### config.mk
export PLATFORM = sky130hd
export DESIGN_NAME = uart_rx_fifo
export DESIGN_NICKNAME = d
export VERILOG_FILES = /design/src/rtl/uart_rx_fifo.sv
export SDC_FILE = /design/constraint.sdc
export NUM_CORES = 1
export LEC_CHECK = 0
export CAP_MARGIN = 20
export CORE_UTILIZATION = 46
export CTS_BUF_LIST = sky130_fd_sc_hd__clkbuf_2 sky130_fd_sc_hd__clkbuf_4 sky130_fd_sc_hd__clkbuf_8
export DETAILED_ROUTE_END_ITERATION = 7
export SETUP_SLACK_MARGIN = 0.15
export SLEW_MARGIN = 5
export SYNTH_ARGS = -nofsm -noshare
export SYNTH_HDL_FRONTEND = slang
export SYNTH_SLANG_ARGS = --single-unit
### constraint.sdc
create_clock -name cpu_clock -period 6.7 [get_ports cpu_clock]
set_input_delay 1.34 -clock cpu_clock [delete_from_list [all_inputs] [get_ports cpu_clock]]
set_output_delay 1.34 -clock cpu_clock [all_outputs]
set_load 0.02 [all_outputs]
### src/rtl/uart_rx_fifo.sv
// UART receiver (8 data bits, 1 stop bit, LSB first) feeding a first-word-fall-through FIFO.
// Optional even-parity bit between data and stop when UART_RX_PARITY_EN is defined.
module uart_rx_fifo #(
  parameter int DIV   = 16,
  parameter int DEPTH = 8
) (
  input  logic       cpu_clock,
  input  logic       cpu_rst,
  input  logic       rx_data,
  input  logic       rd_en,
  output logic [7:0] rd_data,
  output logic       rd_valid,
  output logic       fifo_full,
  input  logic       clr,
  output logic       frame_err,
  output logic       overflow,
  output logic       parity_err
);

  localparam int AW = (DEPTH > 1) ? $clog2(DEPTH) : 1;
  localparam logic [15:0] HALF_M1  = 16'(DIV / 2 - 1);
  localparam logic [15:0] FULL_M1  = 16'(DIV - 1);
  localparam logic [AW:0] CNT_FULL = (AW + 1)'(DEPTH);

  typedef enum logic [2:0] {
    ST_IDLE,
    ST_START,
    ST_DATA,
`ifdef UART_RX_PARITY_EN
    ST_PARITY,
`endif
    ST_STOP,
    ST_WAIT_HIGH
  } state_t;

  // Two-stage synchronizer; both stages idle high out of reset.
  logic [1:0] sync_reg;
  logic       rxs;
  logic       rxs_prev_reg;

  genvar gi;
  generate
    for (gi = 0; gi < 2; gi++) begin : g_sync
      if (gi == 0) begin : g_first
        always_ff @(posedge cpu_clock or posedge cpu_rst) begin
          if (cpu_rst) sync_reg[gi] <= 1'b1;
          else         sync_reg[gi] <= rx_data;
        end
      end else begin : g_rest
        always_ff @(posedge cpu_clock or posedge cpu_rst) begin
          if (cpu_rst) sync_reg[gi] <= 1'b1;
          else         sync_reg[gi] <= sync_reg[gi-1];
        end
      end
    end
  endgenerate

  assign rxs = sync_reg[1];

  always_ff @(posedge cpu_clock or posedge cpu_rst) begin
    if (cpu_rst) rxs_prev_reg <= 1'b1;
    else         rxs_prev_reg <= rxs;
  end

  // Receiver state machine
  state_t      state_reg;
  logic [15:0] cnt_reg;
  logic [2:0]  bit_reg;
  logic [7:0]  shift_reg;
  logic        cnt_zero;

  assign cnt_zero = (cnt_reg == 16'd0);

  always_ff @(posedge cpu_clock or posedge cpu_rst) begin
    if (cpu_rst) begin
      state_reg <= ST_IDLE;
      cnt_reg   <= 16'd0;
      bit_reg   <= 3'd0;
      shift_reg <= 8'h00;
    end else begin
      case (state_reg)
        ST_IDLE: begin
          if (rxs_prev_reg && !rxs) begin
            state_reg <= ST_START;
            cnt_reg   <= HALF_M1;
          end
        end
        ST_START: begin
          if (!cnt_zero) begin
            cnt_reg <= cnt_reg - 16'd1;
          end else if (!rxs) begin
            state_reg <= ST_DATA;
            cnt_reg   <= FULL_M1;
            bit_reg   <= 3'd0;
          end else begin
            state_reg <= ST_IDLE;
          end
        end
        ST_DATA: begin
          if (!cnt_zero) begin
            cnt_reg <= cnt_reg - 16'd1;
          end else begin
            shift_reg <= {rxs, shift_reg[7:1]};
            cnt_reg   <= FULL_M1;
            bit_reg   <= bit_reg + 3'd1;
            if (bit_reg == 3'd7) begin
`ifdef UART_RX_PARITY_EN
              state_reg <= ST_PARITY;
`else
              state_reg <= ST_STOP;
`endif
            end
          end
        end
`ifdef UART_RX_PARITY_EN
        ST_PARITY: begin
          if (!cnt_zero) begin
            cnt_reg <= cnt_reg - 16'd1;
          end else begin
            cnt_reg   <= FULL_M1;
            state_reg <= ST_STOP;
          end
        end
`endif
        ST_STOP: begin
          if (!cnt_zero) cnt_reg <= cnt_reg - 16'd1;
          else           state_reg <= rxs ? ST_IDLE : ST_WAIT_HIGH;
        end
        ST_WAIT_HIGH: begin
          if (rxs) state_reg <= ST_IDLE;
        end
        default: state_reg <= ST_IDLE;
      endcase
    end
  end

  // Events decided on the sample cycle itself so the FIFO sees them on that edge.
  logic push_fire;
  logic frame_fire;
  assign push_fire  = (state_reg == ST_STOP) && cnt_zero && rxs;
  assign frame_fire = (state_reg == ST_STOP) && cnt_zero && !rxs;

  // FIFO
  logic [7:0]    mem [DEPTH];
  logic [AW-1:0] wr_ptr_reg;
  logic [AW-1:0] rd_ptr_reg;
  logic [AW:0]   count_reg;
  logic          full;
  logic          pop;
  logic          do_push;
  logic          ov_fire;

  assign full    = (count_reg == CNT_FULL);
  assign pop     = rd_en && (count_reg != '0);
  assign do_push = push_fire && (!full || pop);
  assign ov_fire = push_fire && full && !pop;

  always_ff @(posedge cpu_clock) begin
    if (do_push) mem[wr_ptr_reg] <= shift_reg;
  end

  always_ff @(posedge cpu_clock or posedge cpu_rst) begin
    if (cpu_rst) begin
      wr_ptr_reg <= '0;
      rd_ptr_reg <= '0;
      count_reg  <= '0;
    end else begin
      if (do_push) wr_ptr_reg <= wr_ptr_reg + 1'b1;
      if (pop)     rd_ptr_reg <= rd_ptr_reg + 1'b1;
      case ({do_push, pop})
        2'b10:   count_reg <= count_reg + 1'b1;
        2'b01:   count_reg <= count_reg - 1'b1;
        default: count_reg <= count_reg;
      endcase
    end
  end

  // Fall-through head needs an asynchronous read; an empty FIFO presents zero.
  assign rd_valid  = (count_reg != '0);
  assign fifo_full = full;
  assign rd_data   = rd_valid ? mem[rd_ptr_reg] : 8'h00;

  // Sticky flags: a set event in the clear cycle takes priority.
  logic frame_err_reg;
  logic overflow_reg;

  always_ff @(posedge cpu_clock or posedge cpu_rst) begin
    if (cpu_rst) begin
      frame_err_reg <= 1'b0;
      overflow_reg  <= 1'b0;
    end else begin
      frame_err_reg <= frame_fire | (frame_err_reg & ~clr);
      overflow_reg  <= ov_fire    | (overflow_reg  & ~clr);
    end
  end

  assign frame_err = frame_err_reg;
  assign overflow  = overflow_reg;

`ifdef UART_RX_PARITY_EN
  logic parity_fire;
  logic parity_err_reg;
  assign parity_fire = (state_reg == ST_PARITY) && cnt_zero && ((^shift_reg) != rxs);

  always_ff @(posedge cpu_clock or posedge cpu_rst) begin
    if (cpu_rst) parity_err_reg <= 1'b0;
    else         parity_err_reg <= parity_fire | (parity_err_reg & ~clr);
  end

  assign parity_err = parity_err_reg;
`else
  assign parity_err = 1'b0;
`endif

endmodule
## After elaboration in Yosys (flattened, before gate mapping)

Memory sizes are Yosys's and may differ from the RTL's.
Index checks and enable logic that the tools add are counted.
W data, S select, Z words.

- Register bits: 45
- RAM bits: 64
- Input port bits: 5
- Output and inout port bits: 13
- Logic and storage cells: 86
- Memories kept: 1

- $add $sub $neg: 6
- Equality and inequality tests: 17
- Muxes and demuxes: 23
- Bitwise operators: 5
- Reductions and logical operators: 22

Memories:

| name | words | width | rd ports | clocked after Yosys merged registers in | write ports | line | source |
|---|---|---|---|---|---|---|---|
| mem | 8 | 8 | 1 | 0 | 1 | 144 | `logic [7:0] mem [DEPTH];` |

Operators with widths:

| kind | number |
|---|---|
| $mux W16 | 5 |
| $pmux W16 S4 | 1 |
| $mux W3 | 10 |
| $logic_not A16 Y1 | 1 |
| $ne A2 B2 Y1 const B | 8 |
| $sub A16 B1 Y16 const B | 1 |
| $pmux W3 S5 | 1 |
| $add A3 B1 Y3 const B | 3 |
| $logic_and A1 B1 Y1 | 8 |
| $mux W8 | 1 |
| $pmux W4 S2 | 1 |
| $reduce_and A4 Y1 | 2 |
| $reduce_bool A4 Y1 | 2 |
| $eq A3 B2 Y1 const B | 2 |
| $eq A3 B3 Y1 const B | 2 |
| $pmux W3 S2 | 1 |
| $reduce_and A6 Y1 | 1 |
| $add A4 B1 Y4 const B | 1 |
| $eq A4 B4 Y1 const B | 1 |
| $reduce_bool A2 Y1 | 2 |
| $sub A4 B1 Y4 const B | 1 |
| $eq A3 B1 Y1 const B | 1 |
| $logic_not A1 Y1 | 3 |
| $logic_not A3 Y1 | 1 |
| 10 further kinds | 13 |

## Longest topological paths before layout

Gate-level depths: netlist of the first run.

- Depth in word-level cells: 6
- Depth in mapped cells: 11
- Mapped depth without buffers: 10

## Worst setup path after synthesis of the first run

No wires, ideal clock.

- Path kind: register to output
- Start point: register rd_ptr_reg[0]
- End point: output rd_data[6]
- Arrival: 1648 ps
- Required time: 5360 ps
- Slack: 3712 ps
- Cell stages (with the launch flop): 6
- Buffers on the path: 2
- Path through: dfrtp_1 > buf_2 > buf_2 > mux4_2 > mux2i_1 > nor2_1

- Longest elaborated chain between the ends: 2

Ends and longest elaborated chain:

| element | line | source |
|---|---|---|
| from (decl) | 146 | `logic [AW-1:0] rd_ptr_reg;` |
| from (signal assigned) | 169 | `if (pop) rd_ptr_reg <= rd_ptr_reg + 1'b1;` |
| $mem_v2 Z8 W8 | -- |  |
| $mux W8 | 181 | `assign rd_data = rd_valid ? mem[rd_ptr_reg] : 8'h00;` |
| to (decl) | 11 | `output logic [7:0] rd_data,` |

Every way passes these cells.

## Worst setup path after layout of the first run

- Start point: register rd_ptr_reg[0]
- End point: output rd_data[3]

The elaborated chain is that of the path after synthesis.

==> results of run 1 <==
## per-stage QoR
step | area (um^2) | setup WS [ps] | utilization (%)
detailed placement | 5150 | 2840 | 50.1
global placement | 5150 | 2850 | 50.1
global route | 5390 | 2810 | 52.4
floorplan | 4860 | 3710 | -
finish | 5390 | 2940 | 52.4
CTS | 5350 | 2420 | 52.1
## power by group through the flow
stage	clock network, mW	logic [mW]	registers [mW]
6_report	0.390	0.657	0.914
4_1_cts	0.403	0.620	0.935
2_1_floorplan	0	0.525	0.853
5_1_grt	0.424	0.721	0.930
3_5_place_dp	0	0.618	0.949
3_3_place_gp	0	0.611	0.949
## final cells by class
type / count / area (um^2)
flip-flops and latches: 109 / 3050
repair buffers: 19 / 203
fillers: 880 / 4890
well taps: 136 / 170
inverters: 7 / 26.3
clock inverters: 7 / 77.6
multi-input cells: 213 / 1730
clock buffers: 9 / 124
## cell families after synthesis
kind of cell | Yosys count
and+or+nand+nor | 116
DFF | 109
AOI/OAI and AO/OA | 36
xor gates and xnor gates | 13
other | 1
adders and majority gates | 7
muxes | 40
buffers and inverters | 19
## cells in the mapped netlist, drive strengths merged, types with 4 or more instances
| cell type | instances |
|---|---|
| a21oi | 13 |
| buf | 9 |
| dfrtp | 42 |
| edfxtp | 64 |
| ha | 7 |
| inv | 7 |
| mux2 | 10 |
| mux2i | 14 |
| mux4 | 16 |
| nand2 | 21 |
| nand2b | 9 |
| nand3 | 7 |
| nand4 | 5 |
| nor2 | 32 |
| nor3 | 12 |
| nor4 | 7 |
| o21ai | 10 |
| o31ai | 4 |
| or4 | 7 |
| xnor2 | 5 |
| xor2 | 8 |
## per-layer routing
| layer | part of all wire [%] | wire length [um] | up-vias |
|---|---|---|---|
| met5 | 0 | 0 | - |
| met4 | 1.6 | 141 | 0 |
| met3 | 1.5 | 131 | 12 |
| met2 | 49 | 4290 | 29 |
| met1 | 48 | 4130 | 1405 |
| li1 | - | - | 1332 |
## worst max-delay path by stage
stage / end / cells after the start
floorplan: rd_data[6] / 5
global placement: rd_data[3] / 4
detailed placement: rd_data[3] / 4
CTS: rd_data[3] / 4
global route: rd_data[3] / 5
finish: rd_data[3] / 5
==> flow_summary.json, run 1 <==
{
  "status": "completed",
  "rsz0062_at_grt": "no",
  "h-tree-depth": 3,
  "first_pass_iters": 4,
  "seq_power_share_pct": 46.6,
  "syn_nets": 353,
  "drc": 0,
  "cts_resized": 0,
  "drt-vias-per-instance": 5.56,
  "portBuffers": 16,
  "hold_path_depth": 0,
  "startpoint_type": "register",
  "min_from": "sync_reg[0]",
  "fmax_mhz": 266,
  "arrival_ps": 2420,
  "cp_slowest_cell": "dfrtp_1",
  "max_cap_violations": 0,
  "final_common_cell": "edfxtp_1",
  "die_x_um": 105,
  "synth_compound_area_share_pct": 5.04,
  "synth.cell_area_um2": 4860,
  "fin_setup_tns_ps": 0,
  "period_share_pct": 56.1,
  "die_y_um": 105,
  "async_flop_share_pct": 41.3,
  "synth_adder_area_share_pct": 1.80,
  "yosys-top-cells-area": "edfxtp_1, dfrtp_1, mux4_2, mux2i_1, nor2_1",
  "crit_family": "buffers and inverters",
  "drive_gt1_share_pct": 18.4,
  "hp-class": "reg -> reg",
  "grt.busiest_layer": "met2",
  "rows": 37,
  "critPathMaxFanout": 14,
  "ys_warn_count": 0,
  "skew_ps": 15.8,
  "most-common-layout-cells": "edfxtp_1, dfrtp_1, nor2_1",
  "switching_share_pct": 34.9,
  "clkPwrFrac_pct": 19.9,
  "antenna_found_initial": 0,
  "min_to": "rxs",
  "grt_pass1_wl_mm": 14.5,
  "clkLatencyLatePin_ps": 370,
  "crit_chain": "buf_16 > mux4_2 > mux2i_1 > nor2_1 > clkdlybuf4s50_1",
  "synth.top_cell.area_share_pct": 39.5,
  "finalCriticalPeriod_ps": 3760,
  "power.leakage_nw": 1.97,
  "syn_inst": 341,
  "r2r_slack_ps": 3440,
  "slowest_delay_ps": 570,
  "synth_mux_area_share_pct": 12.6,
  "core_area_um2": 10300,
  "hold_violations": 0,
  "n_antenna_cell": 0,
  "vias": 2778,
  "internal_power_mw": 1.28,
  "synth_ff_type": "edfxtp_1",
  "syn_avg_cell_area_um2": 14.3,
  "clockRootBuffer": "clkbuf_8",
  "worst_slew_pin_slew_ps": 991,
  "ys_ff_latch": 109,
  "pwr-share-comb_pct": 33.5,
  "yosysTopAreaCell": "edfxtp_1",
  "wl_per_cell_um": 17.4,
  "r2r_cells": 7,
  "cp_num_buf_inv": 2,
  "netlist-cell-type-count": 51,
  "required_ps": 5360,
  "gr-usage-met1_pct": 22.7,
  "crit_start": "rd_ptr_reg[0]",
  "drv_slew": 0,
  "post-dp-hpwl_mm": 5.71,
  "wl_mm": 8.70,
  "gp_congestion": 0.746,
  "clk_pin_slew_ps": 120,
  "p_per_area_nw_per_um2": 364,
  "grt_max_degree": 46,
  "grt_pass1_vias": 2793,
  "start_util_pct": 47.3,
  "ctsHoldBuffers": 0,
  "relSlewSlack_pct": 33.7,
  "timing.hold.ws_ps": 364,
  "synth-edff-count": 64,
  "r2r-end": "mem[6][2]",
  "drt-initial-drc-count": 100,
  "cts_buffer_depth": 2,
  "cp-end-kind": "primary output",
  "cts-buffers-inserted": 9,
  "largest_reg_flops": 64,
  "final_cells": 500,
  "post_cts_buffers": 0,
  "num_io_pins": 18,
  "grt_usage_pct": 17.2,
  "power_mw": 1.96,
  "setup_viol": 0,
  "use_met3_pct": 2.37,
  "timing.rr.start": "cnt_reg[0]",
  "drtAntennaViolNets": 0,
  "die_area_um2": 11000,
  "nets": 371,
  "critical_path_class": "reg -> out",
  "met2_usage_pct": 28.9,
  "yosysSeqAreaShare_pct": 62.8,
  "p_sw_uw": 684,
  "ir_drop_uv": 148,
  "synthToLayoutAreaGrowth_pct": 10.8,
  "grt_overflow": 0,
  "synthXorXnorAreaFrac_pct": 2.34,
  "clock_sinks": 109,
  "synth_top_family_by_area": "simple AND/OR/NAND/NOR gates",
  "synth-simple-area-share_pct": 13.7,
  "dp_cells": 482,
  "cts_tree": "done"
}
(Power assumes the default switching activity.)
==> inputs of run 2 (changes only) <==
==> constraint.sdc (replaced) <==
create_clock -name cpu_clock -period 3.7 [get_ports cpu_clock]
set_input_delay 0.74 -clock cpu_clock [delete_from_list [all_inputs] [get_ports cpu_clock]]
set_output_delay 0.74 -clock cpu_clock [all_outputs]
set_load 0.02 [all_outputs]
==> run 2 against run 1 <==
  * Register-to-register slack got worse by 2700 ps
  * Non-clock buffer count rose by 2
  * Clock power rose by 100%
  * Die area did not move
  * Combinational power grew 61%
  * Sequential share of layout area shrank 0.24 points
  * Via count is 0.47% higher
  * Wire length is 5.3% higher
  * Critical path type unchanged
==> flow_summary.json, run 2 (synthesized netlist as in run 1, its figures left out) <==
{
  "drtAntennaViolNets": 0,
  "cp_num_buf_inv": 1,
  "ctsHoldBuffers": 0,
  "r2r_cells": 7,
  "num_io_pins": 18,
  "clock_sinks": 109,
  "clockRootBuffer": "clkbuf_8",
  "clk_pin_slew_ps": 120,
  "grt_overflow": 0,
  "slowest_delay_ps": 840,
  "grt_max_degree": 46,
  "die_area_um2": 11000,
  "cp-end-kind": "primary output",
  "most-common-layout-cells": "edfxtp_1, dfrtp_1, nor2_1",
  "hp-class": "reg -> reg",
  "arrival_ps": 2410,
  "status": "completed",
  "largest_reg_flops": 64,
  "hold_path_depth": 0,
  "skew_ps": 17.4,
  "grt_pass1_wl_mm": 14.9,
  "nets": 373,
  "required_ps": 2960,
  "timing.rr.start": "cnt_reg[0]",
  "ir_drop_uv": 329,
  "synthToLayoutAreaGrowth_pct": 11.2,
  "hold_violations": 0,
  "critical_path_class": "reg -> out",
  "utilization_pct": 52.6,
  "r2r_slack_ps": 760,
  "cts_buffer_depth": 2,
  "cp_slowest_cell": "dfrtp_1",
  "final_common_cell": "edfxtp_1",
  "worst_slew_pin_slew_ps": 920,
  "grt_pass1_vias": 2769,
  "power.leakage_nw": 1.92,
  "period_share_pct": 85.2,
  "first_pass_iters": 4,
  "setup_viol": 0,
  "cts_resized": 0,
  "fin_setup_tns_ps": 0,
  "min_from": "sync_reg[0]",
  "wl_mm": 9.16,
  "drt-vias-per-instance": 5.56,
  "grt_usage_pct": 17.9,
  "finalCriticalPeriod_ps": 3150,
  "p_per_area_nw_per_um2": 644,
  "drc": 0,
  "rsz0062_at_grt": "no",
  "n_antenna_cell": 0,
  "rows": 37,
  "max_cap_violations": 0,
  "die_x_um": 105,
  "startpoint_type": "register",
  "post-dp-hpwl_mm": 6.36,
  "portBuffers": 16,
  "post_cts_buffers": 0,
  "crit_family": "flip-flops",
  "critPathMaxFanout": 18,
  "start_util_pct": 47.3,
  "drv_slew": 0,
  "wl_per_cell_um": 18.3,
  "cts_tree": "done",
  "fmax_mhz": 317,
  "clkLatencyLatePin_ps": 370,
  "min_to": "rxs",
  "antenna_found_initial": 0,
  "die_y_um": 105,
  "drt-initial-drc-count": 133,
  "vias": 2791,
  "crit_start": "rd_ptr_reg[1]",
  "gp_congestion": 0.852,
  "r2r-end": "mem[1][0]",
  "cts-buffers-inserted": 9,
  "crit_chain": "mux4_2 > mux2i_1 > nor2_1 > clkdlybuf4s50_1",
  "core_area_um2": 10300,
  "drive_gt1_share_pct": 18.6,
  "h-tree-depth": 3,
  "relSlewSlack_pct": 38.3
}
## run 2: changes by cell type in the layout (fill, tap and decap cells not counted), sizes merged
cell	delta
buf	+3
bufinv	+1
clkbuf	-1
clkinv	-1
clkinvlp	-1
inv	+1
## run 2: stage by stage
step	area (um^2)	power [mW]	std cells	hold WS, ps	setup slack, ps
2_1_floorplan	4860	2.40	341	345	940
3_3_place_gp	5170	2.72	485	347	817
3_5_place_dp	5170	2.73	485	347	717
4_1_cts	5390	3.51	501	363	513
5_1_grt	5410	3.67	502	366	364
6_report	5410	3.48	502	361	548
## run 2: report_power, final
group	switching (mW)	internal (mW)	total, mW
clock network	0.446	0.337	0.783
registers	0.241	1.40	1.64
logic	0.518	0.541	1.06
## run 2: metal layers
| layer | global-route usage [%] | wire (um) | vias up |
|---|---|---|---|
| li1 | - | - | 1328 |
| met1 | 24.4 | 4170 | 1418 |
| met2 | 29.8 | 4700 | 35 |
| met3 | 2.25 | 192 | 10 |
| met4 | 5.94 | 104 | 0 |
| met5 | 0 | 0 | - |
## run 2: layout make-up
cell class / instances / area, um^2
tap: 136 / 170
sequential: 109 / 3050
multi-input combinational: 213 / 1730
clock inverter: 7 / 97.6
fill: 859 / 4870
clock buffer: 9 / 124
timing repair buffer: 21 / 210
inverter: 7 / 26.3
## run 2: worst max path at each step
stage	cells past startpoint	endpoint
floorplan	7	mem[0][0]
global placement	7	mem[1][4]
detailed placement	7	mem[7][1]
CTS	4	rd_data[6]
global route	7	mem[1][0]
finish	4	rd_data[6]
